<file path="config.mk">
export PLATFORM = sky130hd
export DESIGN_NAME = dsp_line_stats
export DESIGN_NICKNAME = d
export VERILOG_FILES = /design/src/rtl/dsp_line_stats.sv
export SDC_FILE = /design/constraint.sdc
export NUM_CORES = 1
export LEC_CHECK = 0
export CAP_MARGIN = 30
export CELL_PAD_IN_SITES_DETAIL_PLACEMENT = 2
export CELL_PAD_IN_SITES_GLOBAL_PLACEMENT = 2
export CORE_ASPECT_RATIO = 1.25
export CORE_MARGIN = 8
export CORE_UTILIZATION = 30
export CTS_BUF_LIST = sky130_fd_sc_hd__clkbuf_4
export DETAILED_ROUTE_END_ITERATION = 16
export MAX_ROUTING_LAYER = met4
export PLACE_DENSITY = 0.65
export SLEW_MARGIN = 0
export SYNTH_ARGS = -nofsm -noshare
export SYNTH_HDL_FRONTEND = slang
export SYNTH_SLANG_ARGS = --single-unit
export TNS_END_PERCENT = 50
</file>
<file path="constraint.sdc">
create_clock -name iCLK_50 -period 19.5 [get_ports iCLK_50]
set_input_delay 5.85 -clock iCLK_50 [delete_from_list [all_inputs] [get_ports iCLK_50]]
set_output_delay 5.85 -clock iCLK_50 [all_outputs]
set_load 0.01 [all_outputs]
</file>
<file path="src/rtl/dsp_line_stats.sv">
// Per-scanline audio statistics: min, max, truncated mean and sample count of the audio
// samples received between successive HSync falling edges, computed with a serial divider.
module dsp_line_stats #(
  parameter int WS    = 16,
  parameter int CNT_W = 8,
  localparam int SUM_W = WS + CNT_W
) (
  input  logic             iCLK_50,
  input  logic             iRST,
  input  logic             iLRCK,
  input  logic             iHS,
  input  logic [WS-1:0]    iSample,
  output logic [WS-1:0]    oMin,
  output logic [WS-1:0]    oMax,
  output logic [WS-1:0]    oAvg,
  output logic [CNT_W-1:0] oCount,
  output logic             oValid,
  output logic             oOverrun
);

  localparam int BW = $clog2(SUM_W);
  localparam logic [CNT_W-1:0] CNT_MAX  = '1;
  localparam logic [BW-1:0]    LAST_BIT = BW'(SUM_W - 1);

  typedef enum logic [1:0] {ST_ACC, ST_DIV, ST_OUT} state_e;

  // Synchronisers: [0],[1] are the 2-FF chain, [2] is the edge-detect register.
  logic [2:0] lrck_sync_q, lrck_sync_d;
  logic [2:0] hs_sync_q, hs_sync_d;
  logic       lrck_rise, hs_fall;

  // Running accumulators for the open window.
  logic signed [SUM_W-1:0] sum_q, sum_d;
  logic [CNT_W-1:0]        cnt_q, cnt_d;
  logic signed [WS-1:0]    min_q, min_d, max_q, max_d;
  logic                    sat_q, sat_d;
  logic                    drop_q, drop_d;

  // Snapshot of the closed window and the serial divider.
  state_e                  state_q, state_d;
  logic [CNT_W-1:0]        w_cnt_q, w_cnt_d;
  logic [WS-1:0]           w_min_q, w_min_d, w_max_q, w_max_d;
  logic                    w_ovr_q, w_ovr_d;
  logic                    w_neg_q, w_neg_d;
  logic [SUM_W-1:0]        dq_q, dq_d;
  logic [CNT_W-1:0]        rem_q, rem_d;
  logic [BW-1:0]           bit_cnt_q, bit_cnt_d;

  // Registered outputs.
  logic [WS-1:0]           o_min_q, o_min_d, o_max_q, o_max_d, o_avg_q, o_avg_d;
  logic [CNT_W-1:0]        o_count_q, o_count_d;
  logic                    o_valid_q, o_valid_d;
  logic                    o_ovr_q, o_ovr_d;

  // Combinational temporaries.
  logic [SUM_W-1:0]        sample_ext;
  logic signed [SUM_W-1:0] sum_base;
  logic [CNT_W-1:0]        cnt_base;
  logic signed [WS-1:0]    min_base, max_base, sample_s;
  logic                    sat_base;
  logic [CNT_W:0]          rem_shift, divisor_ext;
  logic                    q_bit;
  logic [WS-1:0]           quot_mag;

  assign lrck_rise = lrck_sync_q[1] & ~lrck_sync_q[2];
  assign hs_fall   = ~hs_sync_q[1] & hs_sync_q[2];

  always_comb begin
    lrck_sync_d = {lrck_sync_q[1:0], iLRCK};
    hs_sync_d   = {hs_sync_q[1:0], iHS};
  end

  // A close and a sample in the same cycle: clear first, then the sample opens the new window.
  always_comb begin
    // NOTE: every combinational output gets a default first so no path infers a latch.
    sample_ext = {{CNT_W{iSample[WS-1]}}, iSample};
    sample_s   = $signed(iSample);
    sum_base   = hs_fall ? '0 : sum_q;
    cnt_base   = hs_fall ? '0 : cnt_q;
    min_base   = hs_fall ? '0 : min_q;
    max_base   = hs_fall ? '0 : max_q;
    sat_base   = hs_fall ? 1'b0 : sat_q;
    sum_d      = sum_base;
    cnt_d      = cnt_base;
    min_d      = min_base;
    max_d      = max_base;
    sat_d      = sat_base;
    if (lrck_rise) begin
      if (cnt_base != CNT_MAX) begin
        sum_d = sum_base + $signed(sample_ext);
        cnt_d = cnt_base + CNT_W'(1);
        if (cnt_base == '0 || sample_s < min_base) min_d = sample_s;
        if (cnt_base == '0 || sample_s > max_base) max_d = sample_s;
      end else begin
        sat_d = 1'b1;
      end
    end
  end

  always_comb begin
    state_d     = state_q;
    w_cnt_d     = w_cnt_q;
    w_min_d     = w_min_q;
    w_max_d     = w_max_q;
    w_ovr_d     = w_ovr_q;
    w_neg_d     = w_neg_q;
    dq_d        = dq_q;
    rem_d       = rem_q;
    bit_cnt_d   = bit_cnt_q;
    drop_d      = drop_q;
    o_min_d     = o_min_q;
    o_max_d     = o_max_q;
    o_avg_d     = o_avg_q;
    o_count_d   = o_count_q;
    o_ovr_d     = o_ovr_q;
    o_valid_d   = 1'b0;
    rem_shift   = {rem_q, dq_q[SUM_W-1]};
    divisor_ext = {1'b0, w_cnt_q};
    q_bit       = 1'b0;
    quot_mag    = '0;

    case (state_q)
      ST_ACC: begin
        if (hs_fall) begin
          state_d   = ST_DIV;
          w_cnt_d   = cnt_q;
          w_min_d   = min_q;
          w_max_d   = max_q;
          w_ovr_d   = sat_q | drop_q;
          drop_d    = 1'b0;
          w_neg_d   = sum_q[SUM_W-1];
          dq_d      = sum_q[SUM_W-1] ? -sum_q : sum_q;
          rem_d     = '0;
          bit_cnt_d = '0;
        end
      end
      ST_DIV: begin
        if (hs_fall) drop_d = 1'b1;
        // Restoring step: dq shifts dividend bits out the top and quotient bits in the bottom.
        if (rem_shift >= divisor_ext) begin
          q_bit = 1'b1;
          rem_d = CNT_W'(rem_shift - divisor_ext);
        end else begin
          rem_d = CNT_W'(rem_shift);
        end
        dq_d      = {dq_q[SUM_W-2:0], q_bit};
        bit_cnt_d = bit_cnt_q + BW'(1);
        if (bit_cnt_q == LAST_BIT) begin
          state_d   = ST_OUT;
          o_valid_d = 1'b1;
          o_count_d = w_cnt_q;
          o_ovr_d   = (w_cnt_q != '0) & w_ovr_q;
          if (w_cnt_q != '0) begin
            quot_mag = dq_d[WS-1:0];
            o_min_d  = w_min_q;
            o_max_d  = w_max_q;
            o_avg_d  = w_neg_q ? -quot_mag : quot_mag;
          end
        end
      end
      ST_OUT: begin
        if (hs_fall) drop_d = 1'b1;
        state_d = ST_ACC;
      end
      default: state_d = ST_ACC;
    endcase
  end

  // NOTE: sequential state uses non-blocking assignments only, so every flop samples pre-edge values.
  always_ff @(posedge iCLK_50 or posedge iRST) begin
    if (iRST) begin
      lrck_sync_q <= '0;
      hs_sync_q   <= '1;
      sum_q       <= '0;
      cnt_q       <= '0;
      min_q       <= '0;
      max_q       <= '0;
      sat_q       <= 1'b0;
      drop_q      <= 1'b0;
      state_q     <= ST_ACC;
      w_cnt_q     <= '0;
      w_min_q     <= '0;
      w_max_q     <= '0;
      w_ovr_q     <= 1'b0;
      w_neg_q     <= 1'b0;
      dq_q        <= '0;
      rem_q       <= '0;
      bit_cnt_q   <= '0;
      o_min_q     <= '0;
      o_max_q     <= '0;
      o_avg_q     <= '0;
      o_count_q   <= '0;
      o_valid_q   <= 1'b0;
      o_ovr_q     <= 1'b0;
    end else begin
      lrck_sync_q <= lrck_sync_d;
      hs_sync_q   <= hs_sync_d;
      sum_q       <= sum_d;
      cnt_q       <= cnt_d;
      min_q       <= min_d;
      max_q       <= max_d;
      sat_q       <= sat_d;
      drop_q      <= drop_d;
      state_q     <= state_d;
      w_cnt_q     <= w_cnt_d;
      w_min_q     <= w_min_d;
      w_max_q     <= w_max_d;
      w_ovr_q     <= w_ovr_d;
      w_neg_q     <= w_neg_d;
      dq_q        <= dq_d;
      rem_q       <= rem_d;
      bit_cnt_q   <= bit_cnt_d;
      o_min_q     <= o_min_d;
      o_max_q     <= o_max_d;
      o_avg_q     <= o_avg_d;
      o_count_q   <= o_count_d;
      o_valid_q   <= o_valid_d;
      o_ovr_q     <= o_ovr_d;
    end
  end

  assign oMin     = o_min_q;
  assign oMax     = o_max_q;
  assign oAvg     = o_avg_q;
  assign oCount   = o_count_q;
  assign oValid   = o_valid_q;
  assign oOverrun = o_ovr_q;

endmodule

</file>
==> impl_metrics.toml <==
[sta]
finalWorstSetupSlack_ns = 11.19
max_slew_margin = 0.462
hold_violations = 0
grt_setup_unrepaired = "no"
setup-violations-final = 0
holdWs_ns = 0.343
post-route-min-period_ns = 8.31
slew_at_the_pin_closest_to_its_max_slew_limit_ns = 0.807
slew_viol_final = 0
final.setup_skew_ns = 0.0458
fmaxAchievable_mhz = 120
tns_ns = 0
timing.final.crit_share = 0.426

[power_and_ir_drop]
static-leakage-power_nw = 6.27
powerDensity_mw_per_mm2 = 120
total_power_mw = 1.63
max-vdd-ir-drop_uv = 41.0

[worst_hold_path]
min_path_type = "register to register"

[grt]
global_route.peak_usage_layer = "met2"
grt_pass1_wl_um = 53300
first_global_vias = 10000
use_met2 = 0.256
grt_util_all_layers = 0.150
grt_start_max_net_pins = 92
globalRouteOverflowTotal = 0
grt.met1_usage = 0.174
antenna_found_initial = 1
grt.met3_usage = 0.0250

[drt]
drt_iter0_markers = 201
num_vias = 8849
dr.pass1.iters = 6
ant_nets = 0
drt_wl_total_um = 32100
avgViaCountPerCell = 4.97
remaining_drc_errors = 0
wire_per_inst_um = 18.0

[clock_network]
clk_latency_ns = 0.73
post_cts_resized = 0
cts_tree = "yes"
ctsLongestPathBuffers = 3
clk_transition_reported_paths_ns = 0.06
cts_hold_buf = 0
clock_buffer_count_from_cts = 59
htreeDepth = 2
root_buffer = "clkbuf_4"
clock-sinks = 211
postCtsSetupBuffers = 0

[logic_synthesis]
synth_common_cells = "dfrtp_1 (208), nand2_1 (143), o21ai_0 (104)"
yosysTopAreaCell = "dfrtp_1"
synth_top_area_frac = 0.452
synth_cell_type_count = 60
sequential_to_total_area_share_from_yosys_stat = 0.459
postSynthAreaPerCell_sq_um = 10.1
synthMostInstantiatedCell = "dfrtp_1"
synth.top_cells.by_area = "dfrtp_1 (45%), mux2_2 (7.6%), ha_1 (7.6%), nand2_1 (4.7%), o21ai_0 (4.5%)"
yosysWarnings = 0
synthArstFlopShare = 1.00
syn_nets = 1232
synth_cells = 1140
synth-main-ff-cell = "dfrtp_1"
syn_area_sq_mm = 0.0115
synth_edf_count = 0
ys_ff_latch = 211

[cells_and_area]
flow.area_growth_from_synthesis_pct = 18.1
layout.nets = 1335
drive_above_1_share = 0.160
regArea_sq_mm = 0.00528
area_occupied_by_multi_input_gates_sq_mm = 0.00590
fillers = 4173

[run_status]
run_status = "completed"

[setup_path]
criticalPathCategory = "primary input to register"
worst-path-max-fanout = 11
critPathLaunchType = "primary input"
timing.critical_path.to_type = "register"
critPathArrivalTime_ns = 8.93
required_ns = 20.11

[placement]
routability_driven_placement_congestion_ratio = 0.785
port_buffers = 77
dp.final_hpwl_um = 23400
detailedPlace.worstSlack_ns = 10.40

[die]
floorplan.die_area_sq_mm = 0.0449
start_util = 0.303
die_h_um = 235
dieWidth_um = 191
io_pins = 78
std_cell_rows = 80
fp.coreArea_sq_mm = 0.0380

[job]
drv.max_cap_violation_count = 0
==> worst max-delay path, stage by stage <==
cell	delay (ns)
clkdlybuf4s50_1	0.74
ha_1	0.48
nand4_1	0.12
a2111oi_0	0.44
a211oi_1	0.16
o22ai_2	0.42
buf_4	0.34
mux2_2	0.36
==> layer usage <==
metal | routed length [um] | vias to the layer above | part of all wire
li1 | - | 4256 | -
met1 | 14000 | 4390 | 0.44
met2 | 16200 | 134 | 0.50
met3 | 1020 | 69 | 0.032
met4 | 873 | 0 | 0.027
met5 | 0 | - | 0
==> sequential cells by signal, indices dropped and copies added, names as in the netlist, 5 cells and up <==
register	cells
cnt_q	8
oMax	16
bit_cnt_q	5
w_cnt_q	8
min_q	16
oAvg	16
w_max_q	16
w_min_q	16
sum_q	24
oCount	8
oMin	16
rem_q	8
max_q	16
dq_q	24
==> cell type report <==
class | instances | share of cell area
Sequential cell | 211 | 0.389
Clock buffer | 87 | 0.0480
Timing Repair Buffer | 88 | 0.0637
Antenna cell | 2 | 0.000368
Tap cell | 492 | 0.0453
Multi-Input combinational cell | 832 | 0.434
Inverter | 51 | 0.0146
Clock inverter | 18 | 0.00580
==> cell usage in the layout (no fill, tap or decap), drive strengths merged, types with 4 or more instances in the layout <==
master	n
and2	25
xnor2	27
nor3	12
clkbuf	87
buf	11
inv	54
a211oi	5
a22o	6
nand2	144
o31ai	9
or3	4
nor2b	13
o21a	8
and3	7
clkinv	15
a21o	7
nand4	14
o41ai	6
nor4	7
ha	70
a221o	5
mux2	78
clkdlybuf4s50	77
nand2b	12
a21oi	57
nor2	57
nand3	10
o211ai	6
o22ai	4
a32oi	5
a31oi	8
or2	8
o21ai	107
xor2	34
or4	5
dfrtp	208
mux2i	41
==> power by group <==
part	internal [mW]	switching [mW]
clock	0.204	0.196
combinational	0.256	0.336
sequential	0.539	0.100
==> final timing paths <==
kind / from / endpoint / slack [ns] / cells past startpoint
min in group asynchronous: iRST / oValid$_DFF_PP0_ / 5.61 / 2
hold / removal: lrck_sync_q[0]$_DFF_PP0_ / lrck_sync_q[1]$_DFF_PP0_ / 0.34 / 0
setup / recovery: iSample[15] / max_q[0]$_DFF_PP0_ / 11.19 / 8
hold reg to reg: lrck_sync_q[0]$_DFF_PP0_ / lrck_sync_q[1]$_DFF_PP0_ / 0.34 / 0
setup reg to reg: hs_sync_q[1]$_DFF_PP1_ / min_q[12]$_DFF_PP0_ / 15.40 / 12
max in group asynchronous: iRST / dq_q[6]$_DFFE_PP0P_ / 12.54 / 3
==> logic make-up after synthesis <==
group	after synthesis	share of synthesized area
buf+inv	97	0.0318
compound gates	250	0.132
fa+ha+maj	72	0.0795
mux	119	0.112
simple gates	330	0.139
flops	211	0.459
xor+xnor	61	0.0464
==> stage by stage <==
step,cell area (sq um),utilization,std cells
6_report,13600,0.358,1781
3_5_place_dp,12900,0.338,1674
5_1_grt,13600,0.358,1781
2_1_floorplan,11500,-,1140
4_1_cts,13600,0.357,1779
3_3_place_gp,12800,0.338,1673
(Power assumes the default switching activity.)
